File: src/rtl/bus_arbiter.sv
// Round-robin arbiter sharing one serial bus among NUM_MASTERS masters.
// A grant is held until the owner finishes (tx_done), drops its request,
// or the watchdog expires. One turnaround cycle follows every release.
//
// Ports:
//   clk              system clock, rising edge
//   reset            synchronous active-low reset
//   approval_request per-master level request
//   tx_done          per-master end-of-transaction pulse
//   approval_grant   one-hot grant (registered)
//   busy             bus owned or in turnaround (registered)
//   grant_id         index of current/last owner (registered)
//   timeout_err      one-cycle pulse on watchdog release (registered)
module bus_arbiter #(
  parameter int unsigned NUM_MASTERS = 2,
  parameter int unsigned TIMEOUT     = 255,
  parameter int unsigned CNT_W       = 8
) (
  input  logic                           clk,
  input  logic                           reset,
  input  logic [NUM_MASTERS-1:0]         approval_request,
  input  logic [NUM_MASTERS-1:0]         tx_done,
  output logic [NUM_MASTERS-1:0]         approval_grant,
  output logic                           busy,
  output logic [$clog2(NUM_MASTERS)-1:0] grant_id,
  output logic                           timeout_err
);

  localparam int unsigned ID_W = $clog2(NUM_MASTERS);

  typedef enum logic [1:0] {
    IDLE    = 2'd0,
    ACTIVE  = 2'd1,
    RELEASE = 2'd2
  } state_t;

  state_t                 state, state_nxt;
  logic [NUM_MASTERS-1:0] grant_nxt;
  logic                   busy_nxt;
  logic [ID_W-1:0]        id_nxt;
  logic                   err_nxt;
  logic [CNT_W-1:0]       counter, cnt_nxt;
  logic [ID_W-1:0]        last_owner, last_nxt;

  logic                   found;
  logic [ID_W-1:0]        sel;
  logic [ID_W-1:0]        idx;
  logic                   owner_done;

  // Round-robin pick: scan starting just after the last owner.
  always_comb begin
    found = 1'b0;
    sel   = '0;
    idx   = '0;
    for (int unsigned i = 1; i <= NUM_MASTERS; i++) begin
      idx = ID_W'((32'(last_owner) + i) % NUM_MASTERS);
      if (!found && approval_request[idx]) begin
        found = 1'b1;
        sel   = idx;
      end
    end
  end

  // Completion and request drop both end the transaction normally.
  assign owner_done = tx_done[grant_id] | ~approval_request[grant_id];

  // Next-state and next-output logic.
  always_comb begin
    state_nxt = state;
    grant_nxt = approval_grant;
    busy_nxt  = busy;
    id_nxt    = grant_id;
    err_nxt   = 1'b0;
    cnt_nxt   = counter;
    last_nxt  = last_owner;
    case (state)
      IDLE: begin
        grant_nxt = '0;
        busy_nxt  = 1'b0;
        if (found) begin
          grant_nxt = NUM_MASTERS'(1) << sel;
          id_nxt    = sel;
          busy_nxt  = 1'b1;
          cnt_nxt   = '0;
          state_nxt = ACTIVE;
        end
      end
      ACTIVE: begin
        cnt_nxt = counter + CNT_W'(1);
        // Normal completion wins over a coincident watchdog expiry.
        if (owner_done || (counter == CNT_W'(TIMEOUT - 1))) begin
          err_nxt   = ~owner_done;
          grant_nxt = '0;
          busy_nxt  = 1'b1;
          last_nxt  = grant_id;
          state_nxt = RELEASE;
        end
      end
      RELEASE: begin
        grant_nxt = '0;
        busy_nxt  = 1'b0;
        state_nxt = IDLE;
      end
      default: begin
        grant_nxt = '0;
        busy_nxt  = 1'b0;
        state_nxt = IDLE;
      end
    endcase
  end

  // State and output registers.
  always_ff @(posedge clk) begin
    if (!reset) begin
      state          <= IDLE;
      approval_grant <= '0;
      busy           <= 1'b0;
      grant_id       <= '0;
      timeout_err    <= 1'b0;
      counter        <= '0;
      last_owner     <= ID_W'(NUM_MASTERS - 1);
    end else begin
      state          <= state_nxt;
      approval_grant <= grant_nxt;
      busy           <= busy_nxt;
      grant_id       <= id_nxt;
      timeout_err    <= err_nxt;
      counter        <= cnt_nxt;
      last_owner     <= last_nxt;
    end
  end

endmodule

File: config.mk
export PLATFORM = sky130hd
export DESIGN_NAME = bus_arbiter
export DESIGN_NICKNAME = d
export VERILOG_FILES = /design/src/rtl/bus_arbiter.sv
export SDC_FILE = /design/constraint.sdc
export NUM_CORES = 1
export LEC_CHECK = 0
export CORE_MARGIN = 1.5
export CORE_UTILIZATION = 40
export CTS_CLUSTER_SIZE = 25
export DETAILED_ROUTE_END_ITERATION = 10
export SETUP_SLACK_MARGIN = 0.15
export SYNTH_ARGS = -nofsm -noshare
export SYNTH_HDL_FRONTEND = slang
export SYNTH_SLANG_ARGS = --single-unit
export TNS_END_PERCENT = 10
File: constraint.sdc
create_clock -name clk -period 3.5 [get_ports clk]
set_input_delay 0.525 -clock clk [delete_from_list [all_inputs] [get_ports clk]]
set_output_delay 0.525 -clock clk [all_outputs]
set_load 0.005 [all_outputs]
==> results of run 1 <==
-- flip-flops by register name (all words and copies together) (netlist names) --
| signal | flops |
|---|---|
| busy | 1 |
| counter | 8 |
| last_owner | 1 |
| timeout_err | 1 |
| approval_grant | 2 |
| grant_id | 1 |
| state | 2 |
-- logic make-up after synthesis --
group	Yosys count	synth area share (%)
flops	16	42.95
buf+inv	5	3.523
fa+ha+maj	2	3.355
simple gates	38	27.01
mux	2	2.852
compound gates	24	20.30
-- per-layer routing --
metal / GRT usage, % / routed length, um / vias to the layer above / share of wire, %
met5: 0 / 0 / - / 0
met4: 4.571 / 12 / 0 / 0.78
met3: 7.451 / 71 / 2 / 4.6
met2: 23.89 / 634 / 15 / 41
met1: 21.85 / 813 / 289 / 53
li1: - / - / 347 / -
-- worst reg2reg max path: stages (launching register included) --
cell and delay (ns):
dfxtp_1 0.43, and4_1 0.26, nand4_1 0.20, a21oi_1 0.37, mux2i_1 0.22
-- synthesized netlist by cell type (all sizes together) --
cell | instances | area [sq um]
a31oi | 3 | 18.77
a211oi | 2 | 15.01
nand3 | 3 | 15.01
or4 | 1 | 7.510
and2b | 1 | 8.760
nand3b | 2 | 15.01
nand2b | 1 | 6.260
o311ai | 1 | 8.760
ha | 2 | 25.02
a41o | 1 | 11.26
o21a | 1 | 7.510
a311oi | 1 | 8.760
and2 | 1 | 6.260
and4 | 1 | 8.760
a21oi | 10 | 50.05
mux2i | 1 | 10.01
and4b | 1 | 11.26
nand2 | 8 | 30.03
nor3 | 1 | 5.000
o31ai | 1 | 7.510
nor4b | 1 | 8.760
or3b | 1 | 8.760
nand4 | 2 | 12.51
o32ai | 1 | 8.760
nor2b | 1 | 6.260
buf | 1 | 11.26
inv | 3 | 11.26
mux2 | 1 | 11.26
dfxtp | 16 | 320.3
or2 | 1 | 6.260
o21ai | 3 | 15.01
nor2 | 12 | 45.04
clkbuf | 1 | 3.750
-- through the flow --
stage / utilization [%] / area, sq um
5_1_grt: 50.68 / 884.6
3_3_place_gp: 49.39 / 862.1
6_report: 50.68 / 884.6
2_1_floorplan: - / 745.7
4_1_cts: 50.68 / 884.6
3_5_place_dp: 49.39 / 862.1
-- final timing paths --
path / cells past startpoint / startpoint / to
setup / recovery: 5 / approval_request[0] / busy
hold / removal: 2 / approval_grant[1] / approval_grant[1]
setup reg to reg: 4 / counter[2] / last_owner
hold reg to reg: 2 / approval_grant[1] / approval_grant[1]
-- layout by cell type, fill, tap and decap left out --
master	count
a41o_2	1
mux2i_1	1
o21ai_0	3
mux2_2	1
and2b_2	1
and4b_2	1
nand2_1	8
ha_1	2
nand2b_1	1
and4_1	1
or4_1	1
o311ai_0	1
clkbuf_4	3
a211oi_1	2
inv_1	3
nor4b_1	1
nand3_1	3
nand4_1	2
nor3_1	1
clkdlybuf4s50_1	10
nor2_1	12
o32ai_1	1
a311oi_1	1
a21oi_1	10
o21a_1	1
nand3b_1	2
a31oi_1	3
dfxtp_1	16
or3b_2	1
o31ai_1	1
nor2b_1	1
and2_1	1
or2_2	1
-- final cells by class --
cell class | count | area [sq um]
Clock buffer | 3 | 22.52
Fill cell | 177 | 860.8
Inverter | 3 | 11.26
Multi-Input combinational cell | 66 | 399.1
Sequential cell | 16 | 320.3
Tap cell | 25 | 31.28
Timing Repair Buffer | 10 | 100.1
-- power by group through the flow --
stage | logic, uW | registers [uW] | clock network, uW
after global routing | 62.5 | 203 | 105
after CTS | 55.5 | 201 | 95.4
final | 55.5 | 202 | 90.6
after detailed placement | 55.2 | 205 | 0
after floorplan | 35.7 | 203 | 0
after global placement | 55.5 | 206 | 0
==> impl_metrics.py, run 1 <==
metrics = {
    "pwr": {
        "p_switching_uw": 89.15,
        "swShare_pct": 25.64,
        "p_clk_share_pct": 26.0,
        "powerDensity_nw_per_um2": 393.0,
        "combPwrFrac_pct": 16.0,
        "vdd_drop_max_mv": 0.2441,
        "power.internal_uw": 258.5,
        "power_uw": 347.7,
        "p_seq_share_pct": 58.0,
        "p_leak_uw": 0.0003199,
    },
    "status": {
        "outcome": "complete, no violations",
    },
    "cells_and_area": {
        "nets": 108,
        "drive_above_1_share_pct": 9.184,
        "final_cells": 123,
        "area_growth_pct": 18.62,
        "antenna_cells": 0,
    },
    "clock_network": {
        "cts_tree": "built",
        "root_buffer": "clkbuf_4",
        "cts.clk_slew.worst_paths_ns": 0.08,
        "cts_buffers": 3,
        "numClockSinks": 16,
        "h-tree-depth": 1,
        "clk_latency_ns": 0.27,
        "postCtsSetupBuffers": 0,
        "cts_hold_buf": 0,
        "ctsResizeCount": 0,
        "clockBufferDepth": 2,
    },
    "sta": {
        "finalSetupTns_ns": 0,
        "slew_violations": 0,
        "fin_hold_ws_ns": 0.4786,
        "finalSetupViolations": 0,
        "layout_setup_ws_ns": 1.686,
        "rsz0062_at_grt": "false",
        "finalHoldViolCount": 0,
        "slew_headroom_pct": 71.20,
        "fmax_ghz": 0.5512,
        "period_minus_slack_ns": 1.814,
        "tightest_slew_ns": 0.4315,
        "skew_ns": 0.0009391,
        "fin_crit_sh_pct": 51.83,
    },
    "critical_path": {
        "r2r_slack_ns": 1.95,
        "crit_path_end_kind": "flip-flop",
        "crit_path_max_fanout": 6,
        "arrival_ns": 1.99,
        "crit_family": "simple AND/OR/NAND/NOR gates",
        "critPathBufInv": 1,
        "startpoint_type": "primary input",
        "crit_chain": "clkdlybuf4s50_1 -> or3b_2 -> nand2_1 -> a21oi_1 -> o21a_1",
        "slowest_delay_ns": 0.56,
        "crit_required_ns": 3.68,
        "critPathKind": "primary input to flip-flop",
        "critPathSlowestCell": "clkdlybuf4s50_1",
    },
    "drt": {
        "vias_per_cell": 5.309,
        "ant_nets": 0,
        "dr.pass1.iters": 4,
        "num_vias": 653,
        "avgRoutedWirePerCell_um": 12.46,
        "routed_wl_um": 1532,
        "drt-initial-drc-count": 10,
        "drc_errors": 0,
    },
    "placement": {
        "post-place-ws_ns": 1.404,
        "dpl.hpwl_um": 1145,
        "place_congestion": 0.7544,
        "placed_cells": 120,
        "io_buffer_count": 10,
    },
    "run": {
        "drv_cap": 0,
    },
    "floorplan": {
        "core_area_sq_um": 1745,
        "initial_utilization_pct": 42.72,
        "die_x_um": 46.18,
        "rows": 15,
        "dieHeight_um": 46.18,
        "pin_count": 11,
        "fp.dieArea_sq_um": 2132,
    },
    "logic_synthesis": {
        "synth_nets": 95,
        "ys_ff_latch": 16,
        "synthDistinctLibCells": 33,
        "synth_cells": 87,
        "ys_seq_area_share_pct": 42.95,
        "synth_area_per_cell_sq_um": 8.571,
        "post_synth_instance_area_sq_um": 745.7,
        "ys_warn_count": 0,
    },
    "global_routing": {
        "antenna_found_initial": 0,
        "grt_pass1_vias": 592,
        "grt_max_degree": 15,
        "grt_overflow": 0,
        "grt_pass1_wl_um": 2484,
        "grtUsageTotal_pct": 16.45,
    },
    "worst_hold_path": {
        "worstHoldPathType": "flip-flop to flip-flop",
    },
}
Note: power is estimated with default switching activity, not from simulation.
==> run 2: changes to the inputs <==
Clock period 3.5 ns to 1.7 ns, I/O delays scaled along.
==> run 2 against run 1 <==
  * Clock power grew to 2.7 times the previous value
  * Register-to-register slack worse by 1.7 ns
  * Routed wire length is 0.39% higher
  * Worst setup slack worse by 1.5 ns
  * Core utilization is 3.4 points higher
  * Sequential share of layout area is 2.2 points lower
  * Power is 130% higher
==> impl_metrics.py, run 2 (synthesized netlist as in run 1, its figures left out) <==
metrics = {
    "global_routing": {
        "grt_pass1_vias": 598,
        "grtUsageTotal_pct": 17.91,
        "grtUsageMet2_pct": 24.17,
        "use_met1_pct": 26.67,
        "grt_max_degree": 15,
        "grt_overflow": 0,
        "grt_pass1_wl_um": 2718,
        "grtUsageMet3_pct": 7.059,
        "antenna_found_initial": 0,
        "grt-busiest-layer": "met1",
    },
    "cells_and_area": {
        "reg_top3": "counter x8, approval_grant x2, state x2",
        "layout_common_cells": "dfxtp_1 (15), nor2_1 (12), a21oi_1 (10), clkdlybuf4s50_1 (10), nand2_1 (8)",
        "mostFrequentLayoutCell": "dfxtp_1",
        "fin_util_pct": 54.12,
        "fin_area_sq_um": 944.7,
        "antenna_cells": 0,
        "top_register": "counter",
        "final_cells": 130,
        "largest_register_ffs": 8,
        "area_growth_pct": 26.68,
        "drive_above_1_share_pct": 16.19,
        "nets": 114,
    },
    "drt": {
        "routed_wl_um": 1538,
        "ant_nets": 0,
        "vias_per_cell": 5.154,
        "dr.pass1.iters": 4,
        "avgRoutedWirePerCell_um": 11.83,
        "drt-initial-drc-count": 17,
        "num_vias": 670,
        "drc_errors": 0,
    },
    "sta": {
        "fin_crit_sh_pct": 86.36,
        "slew_headroom_pct": 70.99,
        "finalHoldViolCount": 0,
        "slew_violations": 0,
        "skew_ns": 0.007682,
        "tightest_slew_ns": 0.4347,
        "finalSetupViolations": 0,
        "fmax_ghz": 0.6812,
        "rsz0062_at_grt": "true",
        "period_minus_slack_ns": 1.468,
        "layout_setup_ws_ns": 0.2320,
    },
    "worst_hold_path": {
        "min_from": "approval_grant[1]",
        "worstHoldPathType": "flip-flop to flip-flop",
    },
    "critical_path": {
        "crit_family": "simple AND/OR/NAND/NOR gates",
        "crit_chain": "and4_1 -> nand4_1 -> a21oi_1 -> mux2i_1",
        "r2r_start": "counter[5]",
        "crit_required_ns": 1.92,
        "startpoint_type": "flip-flop",
        "crit_path_end_kind": "flip-flop",
        "arrival_ns": 1.69,
        "slowest_delay_ns": 0.38,
        "critPathKind": "flip-flop to flip-flop",
        "critPathBufInv": 0,
        "crit_path_max_fanout": 4,
        "crit_start": "counter[5]",
        "critPathSlowestCell": "dfxtp_1",
    },
    "floorplan": {
        "initial_utilization_pct": 42.72,
        "die_x_um": 46.18,
        "rows": 15,
        "core_area_sq_um": 1745,
        "pin_count": 11,
        "fp.dieArea_sq_um": 2132,
        "dieHeight_um": 46.18,
    },
    "pwr": {
        "vdd_drop_max_mv": 0.6938,
        "p_leak_uw": 0.0003573,
        "powerDensity_nw_per_um2": 833.3,
        "power_uw": 787.2,
    },
    "placement": {
        "dpl_cell_area_sq_um": 907.1,
        "placed_cells": 126,
        "post-place-ws_ns": -0.02109,
        "place_congestion": 0.7877,
        "io_buffer_count": 10,
        "dpl.hpwl_um": 1148,
    },
    "clock_network": {
        "root_buffer": "clkbuf_4",
        "clk_latency_ns": 0.29,
        "clockBufferDepth": 2,
        "h-tree-depth": 1,
        "cts_buffers": 3,
        "cts.clk_slew.worst_paths_ns": 0.09,
        "cts_tree": "built",
        "numClockSinks": 16,
    },
    "run": {
        "drv_cap": 0,
    },
    "status": {
        "outcome": "complete, no violations",
    },
}
run 2: cell count changes in the layout (fill, tap and decap cells not counted):
| cell | delta |
|---|---|
| buf_4 | +6 |
| clkbuf_8 | +1 |
| dfxtp_1 | -1 |
| dfxtp_2 | +1 |
run 2: per-stage QoR:
stage           TNS [ns]  hold WS [ns]
6_report               0        0.4714
4_1_cts                0        0.4776
5_1_grt                0        0.5325
2_1_floorplan          0        0.3725
3_5_place_dp    -0.02109        0.4638
3_3_place_gp   -0.001216        0.4696
run 2: worst paths after layout:
path	endpoint	slack [ns]	depth (start not counted)
worst max-delay path	last_owner	0.23	4
worst min-delay path	approval_grant[1]	0.47	2
worst max register to register	last_owner	0.23	4
worst min register to register	approval_grant[1]	0.47	2
run 2: area by class of cell:
cell class	count	area, sq um
multi-input combinational	66	399.1
fill	181	800.8
timing repair buffer	16	145.1
inverter	3	11.26
clock buffer	4	36.28
tap	25	31.28
sequential	16	321.6
run 2: report_power, final:
group	internal, uW	switching (uW)	leakage (uW)
combinational	64.4	58.9	0.000205
clock	131	118	0.0000210
sequential	394	20.6	0.000131
total	589	198	0.000357
run 2: what timing repair did:
| action | in CTS | in global routing |
|---|---|---|
| resized for setup | 0 | 1 |
| setup buffers | 0 | 0 |
| setup endpoints to repair | 0 | 2 |
| hold buffers | 0 | 0 |
run 2: worst min-delay path, stage by stage (launching register included):
cell and delay [ns]:
dfxtp_1 0.32, nand3_1 0.06, a21oi_1 0.06
run 2: routing by layer:
metal / up-vias / wire [um]
met5: - / 0
met4: 0 / 12
met3: 2 / 45
met2: 7 / 610
met1: 305 / 869
li1: 356 / -
==> run 3: changes to the inputs <==
Settings changed: SETUP_SLACK_MARGIN 0.15 to unset.
==> run 3 against run 2 <==
  * Power about the same
  * Largest power group unchanged
  * Clock-buffer cell count stayed put
  * Final cell count did not move
  * Largest cell class unchanged
  * Fmax did not move
  * Highest routed layer unchanged
==> impl_metrics.py, run 3 (synthesized netlist as in run 1, its figures left out) <==
metrics = {
    "placement": {
        "dpl_cell_area_sq_um": 907.1,
        "dpl.hpwl_um": 1148,
        "io_buffer_count": 10,
        "place_congestion": 0.7877,
    },
    "critical_path": {
        "slowest_delay_ns": 0.38,
        "r2r.worst_path.cells": 4,
        "startpoint_type": "flip-flop",
        "critPathKind": "flip-flop to flip-flop",
        "r2r-end": "last_owner",
        "crit_family": "simple AND/OR/NAND/NOR gates",
        "r2r_slack_ns": 0.23,
        "crit_chain": "and4_1 -> nand4_1 -> a21oi_1 -> mux2i_1",
        "crit_required_ns": 1.92,
        "arrival_ns": 1.69,
        "r2r_start": "counter[5]",
        "critPathBufInv": 0,
        "crit_path_end_kind": "flip-flop",
        "critPathSlowestCell": "dfxtp_1",
        "crit_path_max_fanout": 4,
    },
    "drt": {
        "num_vias": 670,
        "drt-initial-drc-count": 17,
        "drc_errors": 0,
        "avgRoutedWirePerCell_um": 11.83,
        "dr.pass1.iters": 4,
        "vias_per_cell": 5.154,
        "ant_nets": 0,
        "routed_wl_um": 1538,
    },
    "sta": {
        "fmax_ghz": 0.6812,
        "finalHoldViolCount": 0,
        "skew_ns": 0.007682,
        "slew_violations": 0,
        "slew_headroom_pct": 70.99,
        "period_minus_slack_ns": 1.468,
        "finalSetupViolations": 0,
        "tightest_slew_ns": 0.4347,
        "fin_crit_sh_pct": 86.36,
        "rsz0062_at_grt": "false",
    },
    "clock_network": {
        "clockBufferDepth": 2,
        "cts.clk_slew.worst_paths_ns": 0.09,
        "root_buffer": "clkbuf_4",
        "ctsResizeCount": 0,
        "h-tree-depth": 1,
        "clk_latency_ns": 0.29,
        "numClockSinks": 16,
        "cts_tree": "built",
        "cts_hold_buf": 0,
        "cts_buffers": 3,
        "postCtsSetupBuffers": 0,
    },
    "floorplan": {
        "pin_count": 11,
        "dieHeight_um": 46.18,
        "initial_utilization_pct": 42.72,
        "rows": 15,
        "core_area_sq_um": 1745,
        "fp.dieArea_sq_um": 2132,
        "die_x_um": 46.18,
    },
    "global_routing": {
        "use_met1_pct": 26.67,
        "grt_pass1_wl_um": 2718,
        "grt-busiest-layer": "met1",
        "grtUsageMet3_pct": 7.059,
        "grt_pass1_vias": 598,
        "grtUsageTotal_pct": 17.91,
        "grtUsageMet2_pct": 24.17,
        "grt_max_degree": 15,
        "antenna_found_initial": 0,
        "grt_overflow": 0,
    },
    "run": {
        "drv_cap": 0,
    },
    "cells_and_area": {
        "reg_top3": "counter x8, approval_grant x2, state x2",
        "top_register": "counter",
        "nets": 114,
        "drive_above_1_share_pct": 15.24,
        "fin_area_sq_um": 943.4,
        "layout_common_cells": "dfxtp_1 (16), nor2_1 (12), a21oi_1 (10), clkdlybuf4s50_1 (10), nand2_1 (8)",
        "area_growth_pct": 26.51,
        "largest_register_ffs": 8,
        "fin_util_pct": 54.05,
        "antenna_cells": 0,
        "mostFrequentLayoutCell": "dfxtp_1",
    },
    "pwr": {
        "p_leak_uw": 0.0003569,
        "powerDensity_nw_per_um2": 833.7,
        "power_uw": 786.5,
        "vdd_drop_max_mv": 0.6938,
    },
    "worst_hold_path": {
        "whs_path_depth": 2,
        "min_to": "approval_grant[1]",
        "min_from": "approval_grant[1]",
        "worstHoldPathType": "flip-flop to flip-flop",
    },
    "status": {
        "outcome": "complete, no violations",
    },
}
run 3: cell counts in the layout (fill, tap and decap cells not counted):
No cell type changed its count.
run 3: per-stage QoR:
stage / instances / hold WS, ns / setup TNS, ns / worst slack, ns
finish: 130 / 0.4714 / 0 / 0.2320
global route: 130 / 0.5325 / 0 / 0.1141
CTS: 130 / 0.4776 / 0 / 0.2234
detailed placement: 126 / 0.4638 / -0.02109 / -0.02109
global placement: 126 / 0.4696 / -0.001216 / -0.001216
floorplan: 87 / 0.3725 / 0 / 0.4067
run 3: where the power goes:
group | internal (uW) | leakage (uW) | switching (uW)
clock network | 131 | 0.0000210 | 118
logic | 64.4 | 0.000205 | 58.9
registers | 394 | 0.000131 | 20.6
run 3: layer usage:
| metal | vias to the layer above | wire length [um] | part of all wire, % |
|---|---|---|---|
| met5 | - | 0 | 0 |
| met4 | 0 | 12 | 0.78 |
| met3 | 2 | 45 | 2.9 |
| met2 | 7 | 610 | 40 |
| met1 | 305 | 869 | 57 |
| li1 | 356 | - | - |
run 3: how the worst max path moves through the flow:
stage	start	endpoint	slack, ns	depth (start not counted)
final	counter[5]	last_owner	0.23	4
after global routing	counter[0]	counter[6]	0.11	4
after CTS	counter[5]	last_owner	0.22	4
after detailed placement	approval_request[0]	busy	-0.02	5
after global placement	approval_request[0]	busy	-0.001	5
after floorplan	counter[0]	counter[6]	0.41	4
run 3: tightest hold or removal path, cell delays in order (launching register included):
cell and delay [ns]:
dfxtp_1 0.32, nand3_1 0.06, a21oi_1 0.06
run 3: cell type report:
class                           instances  area (sq um)
Clock buffer                            4         36.28
Fill cell                             179         802.0
Inverter                                3         11.26
Multi-Input combinational cell         66         399.1
Sequential cell                        16         320.3
Tap cell                               25         31.28
Timing Repair Buffer                   16         145.1
